File: src/rtl/mandel_mem_pkg.sv
// Memory-side constants shared by the Mandelbrot pipeline stages that talk to the MCB:
// instruction codes, DDR buffer bases, burst limit, per-resolution pixel counts.
package mandel_mem_pkg;

    localparam logic [2:0]  MCB_WR    = 3'b000;
    localparam logic [2:0]  MCB_RD    = 3'b001;

    localparam logic [29:0] ITER_BASE = 30'd0;
    localparam logic [29:0] FB_BASE   = 30'd5242880;

    localparam int          MAX_BURST = 64;

    // Frame sizes agreed with the colour stage; 1280x1024 is the largest supported.
    localparam logic [20:0] PIX_VGA   = 21'd307200;
    localparam logic [20:0] PIX_SVGA  = 21'd480000;
    localparam logic [20:0] PIX_XGA   = 21'd786432;
    localparam logic [20:0] PIX_SXGA  = 21'd1310720;

    // Words in the next burst: whatever is left of the frame, capped at the burst limit.
    function automatic logic [6:0] burst_words(input logic [20:0] remaining,
                                               input int unsigned max_burst);
        logic [20:0] cap;
        cap = 21'(max_burst);
        if (remaining >= cap) begin
            return 7'(max_burst);
        end
        return remaining[6:0];
    endfunction

endpackage

File: src/rtl/iter_burst_writer_if.sv
// Iteration-word stream in, MCB write/command port out.
// master = the burst writer, slave = the engine/MCB side.
interface iter_burst_writer_if;

    logic        in_valid;
    logic [31:0] in_data;
    logic        in_ready;

    logic        wr_en;
    logic [31:0] wr_data;
    logic        wr_full;
    logic        wr_empty;

    logic        cmd_en;
    logic [2:0]  cmd_instr;
    logic [5:0]  cmd_bl;
    logic [29:0] cmd_byte_addr;
    logic        cmd_full;

    modport master (
        input  in_valid, in_data, wr_full, wr_empty, cmd_full,
        output in_ready, wr_en, wr_data, cmd_en, cmd_instr, cmd_bl, cmd_byte_addr
    );

    modport slave (
        output in_valid, in_data, wr_full, wr_empty, cmd_full,
        input  in_ready, wr_en, wr_data, cmd_en, cmd_instr, cmd_bl, cmd_byte_addr
    );

endinterface

File: src/rtl/iter_burst_writer_synchro.sv
// Two-flop synchroniser for a slow level signal crossing into clk.
module synchro (
    input  logic clk,
    input  logic reset,
    input  logic d,
    output logic q
);

    logic meta_q, meta_d;
    logic sync_q, sync_d;

    always_comb begin
        meta_d = d;
        sync_d = meta_q;
    end

    always_ff @(posedge clk or posedge reset) begin
        if (reset) begin
            meta_q <= 1'b0;
            sync_q <= 1'b0;
        end else begin
            meta_q <= meta_d;
            sync_q <= sync_d;
        end
    end

    assign q = sync_q;

endmodule

File: src/rtl/iter_burst_writer.sv
// Packs the engine's raster-order iteration counts into MCB write bursts
// (one 32-bit word per pixel at BASE_ADDR + 4*pixel) for the colour stage.
module iter_burst_writer
    import mandel_mem_pkg::*;
#(
    parameter logic [29:0] BASE_ADDR = ITER_BASE,
    parameter int          BURST     = MAX_BURST
) (
    input  logic                  clk,
    input  logic                  reset,
    input  logic                  mem_calib_done,
    input  logic                  frame_start,
    input  logic [20:0]           total_pixels,
    iter_burst_writer_if.master   bus,
    output logic                  busy,
    output logic                  frame_done
);

    localparam logic [2:0] ST_CAL  = 3'd0;
    localparam logic [2:0] ST_IDLE = 3'd1;
    localparam logic [2:0] ST_FILL = 3'd2;
    localparam logic [2:0] ST_CMD  = 3'd3;
    localparam logic [2:0] ST_WAIT = 3'd4;
    localparam logic [2:0] ST_DONE = 3'd5;

    logic        cal_s;

    logic [2:0]  state_q, state_d;
    logic [20:0] pixel_ptr_q, pixel_ptr_d;
    logic [20:0] tot_q, tot_d;
    logic [6:0]  beat_cnt_q, beat_cnt_d;
    logic        busy_q, busy_d;
    logic        frame_done_q, frame_done_d;
    logic        cmd_en_q, cmd_en_d;
    logic [5:0]  cmd_bl_q, cmd_bl_d;
    logic [29:0] cmd_addr_q, cmd_addr_d;

    logic [6:0]  blen;
    logic [20:0] ptr_next;
    logic        in_ready_c;
    logic        accept;

    synchro u_cal_sync (
        .clk   (clk),
        .reset (reset),
        .d     (mem_calib_done),
        .q     (cal_s)
    );

    // pixel_ptr and tot only move outside FILL/CMD, so blen is constant across a burst.
    assign blen       = burst_words(tot_q - pixel_ptr_q, BURST);
    assign ptr_next   = pixel_ptr_q + 21'(blen);
    assign in_ready_c = (state_q == ST_FILL) && !bus.wr_full && (beat_cnt_q < blen);
    assign accept     = bus.in_valid && in_ready_c;

    always_comb begin
        state_d      = state_q;
        pixel_ptr_d  = pixel_ptr_q;
        tot_d        = tot_q;
        beat_cnt_d   = beat_cnt_q;
        busy_d       = busy_q;
        frame_done_d = 1'b0;
        cmd_en_d     = 1'b0;
        cmd_bl_d     = cmd_bl_q;
        cmd_addr_d   = cmd_addr_q;

        case (state_q)
            ST_CAL: begin
                if (cal_s) begin
                    state_d = ST_IDLE;
                end
            end

            ST_IDLE: begin
                if (frame_start) begin
                    tot_d       = total_pixels;
                    busy_d      = 1'b1;
                    pixel_ptr_d = 21'd0;
                    beat_cnt_d  = 7'd0;
                    state_d     = (total_pixels == 21'd0) ? ST_DONE : ST_FILL;
                end
            end

            ST_FILL: begin
                if (accept) begin
                    beat_cnt_d = beat_cnt_q + 7'd1;
                end
                if (beat_cnt_q == blen) begin
                    state_d = ST_CMD;
                end
            end

            // Whole burst is already in the write FIFO before the command goes out.
            ST_CMD: begin
                if (!bus.cmd_full) begin
                    cmd_en_d   = 1'b1;
                    cmd_bl_d   = 6'(blen - 7'd1);
                    cmd_addr_d = BASE_ADDR + {7'd0, pixel_ptr_q, 2'b00};
                    state_d    = ST_WAIT;
                end
            end

            ST_WAIT: begin
                if (bus.wr_empty) begin
                    pixel_ptr_d = ptr_next;
                    beat_cnt_d  = 7'd0;
                    state_d     = (ptr_next == tot_q) ? ST_DONE : ST_FILL;
                end
            end

            ST_DONE: begin
                frame_done_d = 1'b1;
                pixel_ptr_d  = 21'd0;
                busy_d       = 1'b0;
                state_d      = ST_IDLE;
            end

            default: begin
                state_d = ST_CAL;
            end
        endcase
    end

    always_ff @(posedge clk or posedge reset) begin
        if (reset) begin
            state_q      <= ST_CAL;
            pixel_ptr_q  <= 21'd0;
            tot_q        <= 21'd0;
            beat_cnt_q   <= 7'd0;
            busy_q       <= 1'b0;
            frame_done_q <= 1'b0;
            cmd_en_q     <= 1'b0;
            cmd_bl_q     <= 6'd0;
            cmd_addr_q   <= 30'd0;
        end else begin
            state_q      <= state_d;
            pixel_ptr_q  <= pixel_ptr_d;
            tot_q        <= tot_d;
            beat_cnt_q   <= beat_cnt_d;
            busy_q       <= busy_d;
            frame_done_q <= frame_done_d;
            cmd_en_q     <= cmd_en_d;
            cmd_bl_q     <= cmd_bl_d;
            cmd_addr_q   <= cmd_addr_d;
        end
    end

    // Data path is a straight wire: the MCB write FIFO is the only buffer.
    assign bus.in_ready      = in_ready_c;
    assign bus.wr_en         = accept;
    assign bus.wr_data       = bus.in_data;
    assign bus.cmd_en        = cmd_en_q;
    assign bus.cmd_instr     = MCB_WR;
    assign bus.cmd_bl        = cmd_bl_q;
    assign bus.cmd_byte_addr = cmd_addr_q;

    assign busy       = busy_q;
    assign frame_done = frame_done_q;

endmodule
File: src/flat_wrapper.sv
// flat-port wrapper written by rule: the top's interface ports become plain ports
module iter_burst_writer_flat import mandel_mem_pkg::*;
#(
    parameter logic [29:0] BASE_ADDR = ITER_BASE,
    parameter int          BURST     = MAX_BURST
)
  (clk, reset, mem_calib_done, frame_start, total_pixels, busy, frame_done, bus_in_valid, bus_in_data, bus_wr_full, bus_wr_empty, bus_cmd_full, bus_in_ready, bus_wr_en, bus_wr_data, bus_cmd_en, bus_cmd_instr, bus_cmd_bl, bus_cmd_byte_addr);
  iter_burst_writer_if bus_i ();
  input  logic clk;
  input  logic reset;
  input  logic mem_calib_done;
  input  logic frame_start;
  input  logic [20:0] total_pixels;
  output logic busy;
  output logic frame_done;
  input wire logic [$bits(bus_i.in_valid)-1:0] bus_in_valid;
  input wire logic [$bits(bus_i.in_data)-1:0] bus_in_data;
  input wire logic [$bits(bus_i.wr_full)-1:0] bus_wr_full;
  input wire logic [$bits(bus_i.wr_empty)-1:0] bus_wr_empty;
  input wire logic [$bits(bus_i.cmd_full)-1:0] bus_cmd_full;
  output wire logic [$bits(bus_i.in_ready)-1:0] bus_in_ready;
  output wire logic [$bits(bus_i.wr_en)-1:0] bus_wr_en;
  output wire logic [$bits(bus_i.wr_data)-1:0] bus_wr_data;
  output wire logic [$bits(bus_i.cmd_en)-1:0] bus_cmd_en;
  output wire logic [$bits(bus_i.cmd_instr)-1:0] bus_cmd_instr;
  output wire logic [$bits(bus_i.cmd_bl)-1:0] bus_cmd_bl;
  output wire logic [$bits(bus_i.cmd_byte_addr)-1:0] bus_cmd_byte_addr;
  assign bus_i.in_valid = bus_in_valid;
  assign bus_i.in_data = bus_in_data;
  assign bus_i.wr_full = bus_wr_full;
  assign bus_i.wr_empty = bus_wr_empty;
  assign bus_i.cmd_full = bus_cmd_full;
  assign bus_in_ready = bus_i.in_ready;
  assign bus_wr_en = bus_i.wr_en;
  assign bus_wr_data = bus_i.wr_data;
  assign bus_cmd_en = bus_i.cmd_en;
  assign bus_cmd_instr = bus_i.cmd_instr;
  assign bus_cmd_bl = bus_i.cmd_bl;
  assign bus_cmd_byte_addr = bus_i.cmd_byte_addr;
  iter_burst_writer #(.BASE_ADDR(BASE_ADDR), .BURST(BURST)) u_core (.clk(clk), .reset(reset), .mem_calib_done(mem_calib_done), .frame_start(frame_start), .total_pixels(total_pixels), .bus(bus_i), .busy(busy), .frame_done(frame_done));
endmodule
File: config.mk
export PLATFORM = sky130hd
export DESIGN_NAME = iter_burst_writer_flat
export DESIGN_NICKNAME = d
export VERILOG_FILES = /design/src/rtl/mandel_mem_pkg.sv /design/src/rtl/iter_burst_writer_if.sv /design/src/rtl/iter_burst_writer_synchro.sv /design/src/rtl/iter_burst_writer.sv /design/src/flat_wrapper.sv
export SDC_FILE = /design/constraint.sdc
export NUM_CORES = 1
export LEC_CHECK = 0
export BUFFER_PORTS_ARGS = -buffer_cell sky130_fd_sc_hd__buf_4
export CORE_UTILIZATION = 50
export DETAILED_ROUTE_END_ITERATION = 16
export PLACE_DENSITY_LB_ADDON = 0.1
export RECOVER_POWER = 100
export SYNTH_ARGS = -nofsm -noshare
export SYNTH_HDL_FRONTEND = slang
export SYNTH_SLANG_ARGS = --single-unit
export TNS_END_PERCENT = 50
File: constraint.sdc
create_clock -name clk -period 5.1 [get_ports clk]
set_clock_uncertainty 0.05 [all_clocks]
set_input_delay 0.51 -clock clk [delete_from_list [all_inputs] [get_ports clk]]
set_output_delay 0.51 -clock clk [all_outputs]
set_load 0.02 [all_outputs]
==> impl_metrics.csv <==
group,metric,value,unit
status,status,"finished with violations",
status,violations,"capacitance limit, setup timing",
sta,slew_headroom,0.0008288,
finish,layout.nets,994,
drt,drt_pass1_iterations,5,
worst_setup_path,ff2ff_path_depth,25,
worst_setup_path,rrSetupSlack,-290,ps
power_and_ir_drop,leakage,3.851,nW
drt,wl_met2,8452,µm
worst_setup_path,path_delay_family,"simple AND/OR/NAND/NOR gates",
synth,yosysSeqAreaShare,0.3410,
finish,area.growth.synth_to_final,35.69,%
cts,clk_latency,350,ps
placed_design,numPortBuffers,60,
worst_setup_path,critPathBufInv,3,
placed_design,placed_area,7461,µm²
synth,synthFlopType,"dfrtp_1",
cts,h-tree-depth,3,
synth,yosysWarnings,0,
worst_setup_path,max_stage_delay,410,ps
finish,drive_gt1_frac,0.3722,
grt,first_global_vias,5697,
grt,grt_pass1_wl,29780,µm
cts,cts.path.max_buffers,2,
floorplan,initial_core_util,0.5131,
sta,fin_hold_ws,235.3,ps
worst_setup_path,worstPathMaxFanout,5,
sta,worst_pin_slew,1491,ps
power_and_ir_drop,powerDensity,512.5,nW/µm²
power_and_ir_drop,power,4.286,mW
drt,drtIter0Drc,382,
sta,finalCriticalPeriod,5391,ps
sta,finalMaxSlewViolations,0,
finish,finalNonFillerCells,1048,
drt,antenna_left,0,
worst_setup_path,rr_endpoint,"u_core.state_q[0]$_DFFE_PP0P_",
placed_design,numPlacedInstances,1008,
sta,hold_viol,0,
finish,n_fill_cell,943,
synth,synth.cell_area,6163,µm²
placed_design,dp_hpwl,14650,µm
drt,wirelength_met1,8930,µm
sta,finalSetupViolations,5,
floorplan,dieArea,12770,µm²
synth,synth_top_area_cell,"dfrtp_1",
worst_setup_path,cp-startpoint,"u_core.pixel_ptr_q[1]$_DFFE_PP0P_",
drt,dr_wl_met3,1080,µm
power_and_ir_drop,peakVddDrop,323.2,µV
worst_setup_path,cp.depth,25,
hold_path,hold_class,"input pin to flip-flop",
floorplan,fp.dieH,113.0,µm
worst_setup_path,cp_slowest_cell,"or3_4",
floorplan,die_w,113.0,µm
grt,grt_overflow,0,
grt,grt_start_max_net_pins,52,
worst_setup_path,r2r-start,"u_core.pixel_ptr_q[1]$_DFFE_PP0P_",
drt,top_layer,"met4",
sta,rsz0062_at_grt,"true",
worst_setup_path,critPathCapture,"u_core.state_q[0]$_DFFE_PP0P_",
floorplan,floorplan.rows,40,
synth,postSynthAreaPerCell,8.584,µm²
grt,antenna_found_initial,0,
synth,yosysTopAreaCellShare,0.3410,
sta,fmax,0.1855,GHz
synth,synthMostInstantiatedCell,"dfrtp_1",
floorplan,core,12010,µm²
synth,synth_cell_types,63,
finish,seqCellArea,2102,µm²
sta,finalCritPeriodShare,1.057,
synth,synth_edf_count,0,
run,cap_violations,1,
drt,route.detailed.drc,0,
worst_setup_path,worstPathArrival,5610,ps
grt,grtUsageTotal,0.3055,
drt,vias_per_cell,5.655,
cts,hold_buffers,0,
drt,wire_per_inst,18.23,µm
worst_setup_path,setup.worst_path.start_class,"flip-flop",
finish,multi_input_area,3931,µm²
cts,clkTransAtPathRegs,70,ps
synth,synthTopCellsByCount,"dfrtp_1 (84), nand2_1 (77), o21ai_0 (75)",
finish,final_area,8363,µm²
sta,fin_ws,-291.4,ps
floorplan,ioPinCount,137,
cts,tritoncts,"done",
worst_setup_path,path_class,"flip-flop to flip-flop",
synth,syn_inst,718,
synth,synthArstFlopShare,1.000,
finish,postLayoutCoreUtil,0.6963,
hold_path,hp-start,"mem_calib_done",
placed_design,gp_congestion,0.9723,
worst_setup_path,required,5320,ps
synth,synth_area_leaders,"dfrtp_1 (34%), ha_1 (7.3%), o21ai_0 (6.1%), buf_4 (5.4%), nand2_1 (4.7%)",
drt,routed_wl,19100,µm
drt,vias,5926,
cts,clock_sinks,84,
worst_setup_path,end_kind,"flip-flop",
cts,cts_buffers,9,
cts,cts-root-buf,"clkbuf_16",
synth,synth_seq_cells,84,
[logic make-up (layout without fill, tap and decap cells)]
group,after synthesis,count (layout),synth area share
compound gates,179,179,0.1837
xor+xnor,42,42,0.05968
fa+ha+maj,38,38,0.07958
buf+inv,105,276,0.09115
flops,84,84,0.3410
mux,27,27,0.04832
other cells,1,13,0.0006084
simple gates,242,242,0.1959
[routing by layer]
layer	vias up	global-route usage
li1	2853	-
met2	209	0.4581
met5	-	0
met1	2813	0.4342
met4	0	0.1333
met3	51	0.05035
[per-stage QoR]
stage               setup TNS, ps  setup WS (ps)
floorplan                       0          61.11
global placement           -513.7         -253.0
detailed placement          -1287         -382.9
CTS                        -813.6         -205.5
global route                -2229         -511.6
finish                      -1086         -291.4
[what timing repair did]
action,4_1_cts,5_1_grt
pin swaps,28,41
setup buffers,11,13
resized for setup,49,46
setup endpoints to repair,11,18
[worst register-to-register path, stage by stage (launching register included)]
cell      delay, ps
dfrtp_1         360
inv_1            60
ha_1            280
nor2b_4         140
o211a_1         230
nor2_4           70
o31a_4          310
or3_4           410
a41oi_2         180
and4_4          260
nand4_4         170
buf_6           180
nor2_4          100
ha_4            150
inv_2            40
fa_2            370
nor2b_2         140
o211ai_1        190
a41oi_2         320
and3_4          250
xnor2_2          80
nor4_2          290
nand4b_1        190
o21ai_2         180
nand2_1          80
a211oi_2        240
[layout by cell type (no fill, tap or decap), types with 6 or more instances in the layout]
master / netlist / layout
inv_2: 1 / 6
a21o_1: 7 / 7
conb_1: 1 / 12
ha_1: 36 / 26
mux2_2: 22 / 22
o21ai_1: 2 / 9
nand3_1: 19 / 18
xnor2_1: 29 / 27
and2_1: 10 / 7
nor2_1: 49 / 46
nor2b_1: 10 / 7
buf_6: 0 / 6
buf_4: 44 / 209
inv_1: 41 / 34
and3_1: 8 / 6
a31oi_1: 12 / 9
dfrtp_1: 84 / 84
nand2b_1: 8 / 6
o21a_1: 9 / 9
o31ai_1: 6 / 6
o21ai_0: 75 / 63
nor4_1: 9 / 6
xor2_1: 13 / 10
clkbuf_16: 0 / 9
a21oi_1: 31 / 26
nand4_1: 9 / 9
nor3_1: 16 / 12
nand2_1: 77 / 75
or3_1: 10 / 6
ha_4: 0 / 7
[worst min-delay path by stage]
stage,slack [ps],to,cells past startpoint
floorplan,280,u_core.u_cal_sync.q$_DFF_PP0_,0
CTS,170,u_core.bus.cmd_byte_addr[3]$_DFFE_PP0P_,2
global route,230,u_core.u_cal_sync.meta_q$_DFF_PP0_,1
global placement,280,u_core.u_cal_sync.q$_DFF_PP0_,0
detailed placement,290,u_core.u_cal_sync.q$_DFF_PP0_,0
finish,240,u_core.u_cal_sync.meta_q$_DFF_PP0_,1
[power by group]
part	switching (mW)	internal [mW]	leakage [nW]
combinational	1.38	1.26	2.62
clock	0.289	0.445	0.152
sequential	0.124	0.791	1.08
total	1.79	2.49	3.85
[state kept, by name, summed over array words and instances (netlist names)]
| signal | cells |
|---|---|
| u_core.beat_cnt_q | 7 |
| u_core.bus.cmd_bl | 6 |
| u_core.bus.cmd_byte_addr | 21 |
| u_core.bus.cmd_en | 1 |
| u_core.busy | 1 |
| u_core.frame_done | 1 |
| u_core.pixel_ptr_q | 21 |
| u_core.state_q | 3 |
| u_core.tot_q | 21 |
| u_core.u_cal_sync.meta_q | 1 |
| u_core.u_cal_sync.q | 1 |
[area by class of cell]
cell class / count / share of cell area
multi-input combinational: 540 / 0.4701
sequential: 84 / 0.2513
timing repair buffer: 217 / 0.1975
clock buffer: 11 / 0.02902
tap: 147 / 0.02199
inverter: 43 / 0.01975
clock inverter: 5 / 0.01002
antenna: 1 / 0.0002992
(Power assumes the default switching activity.)
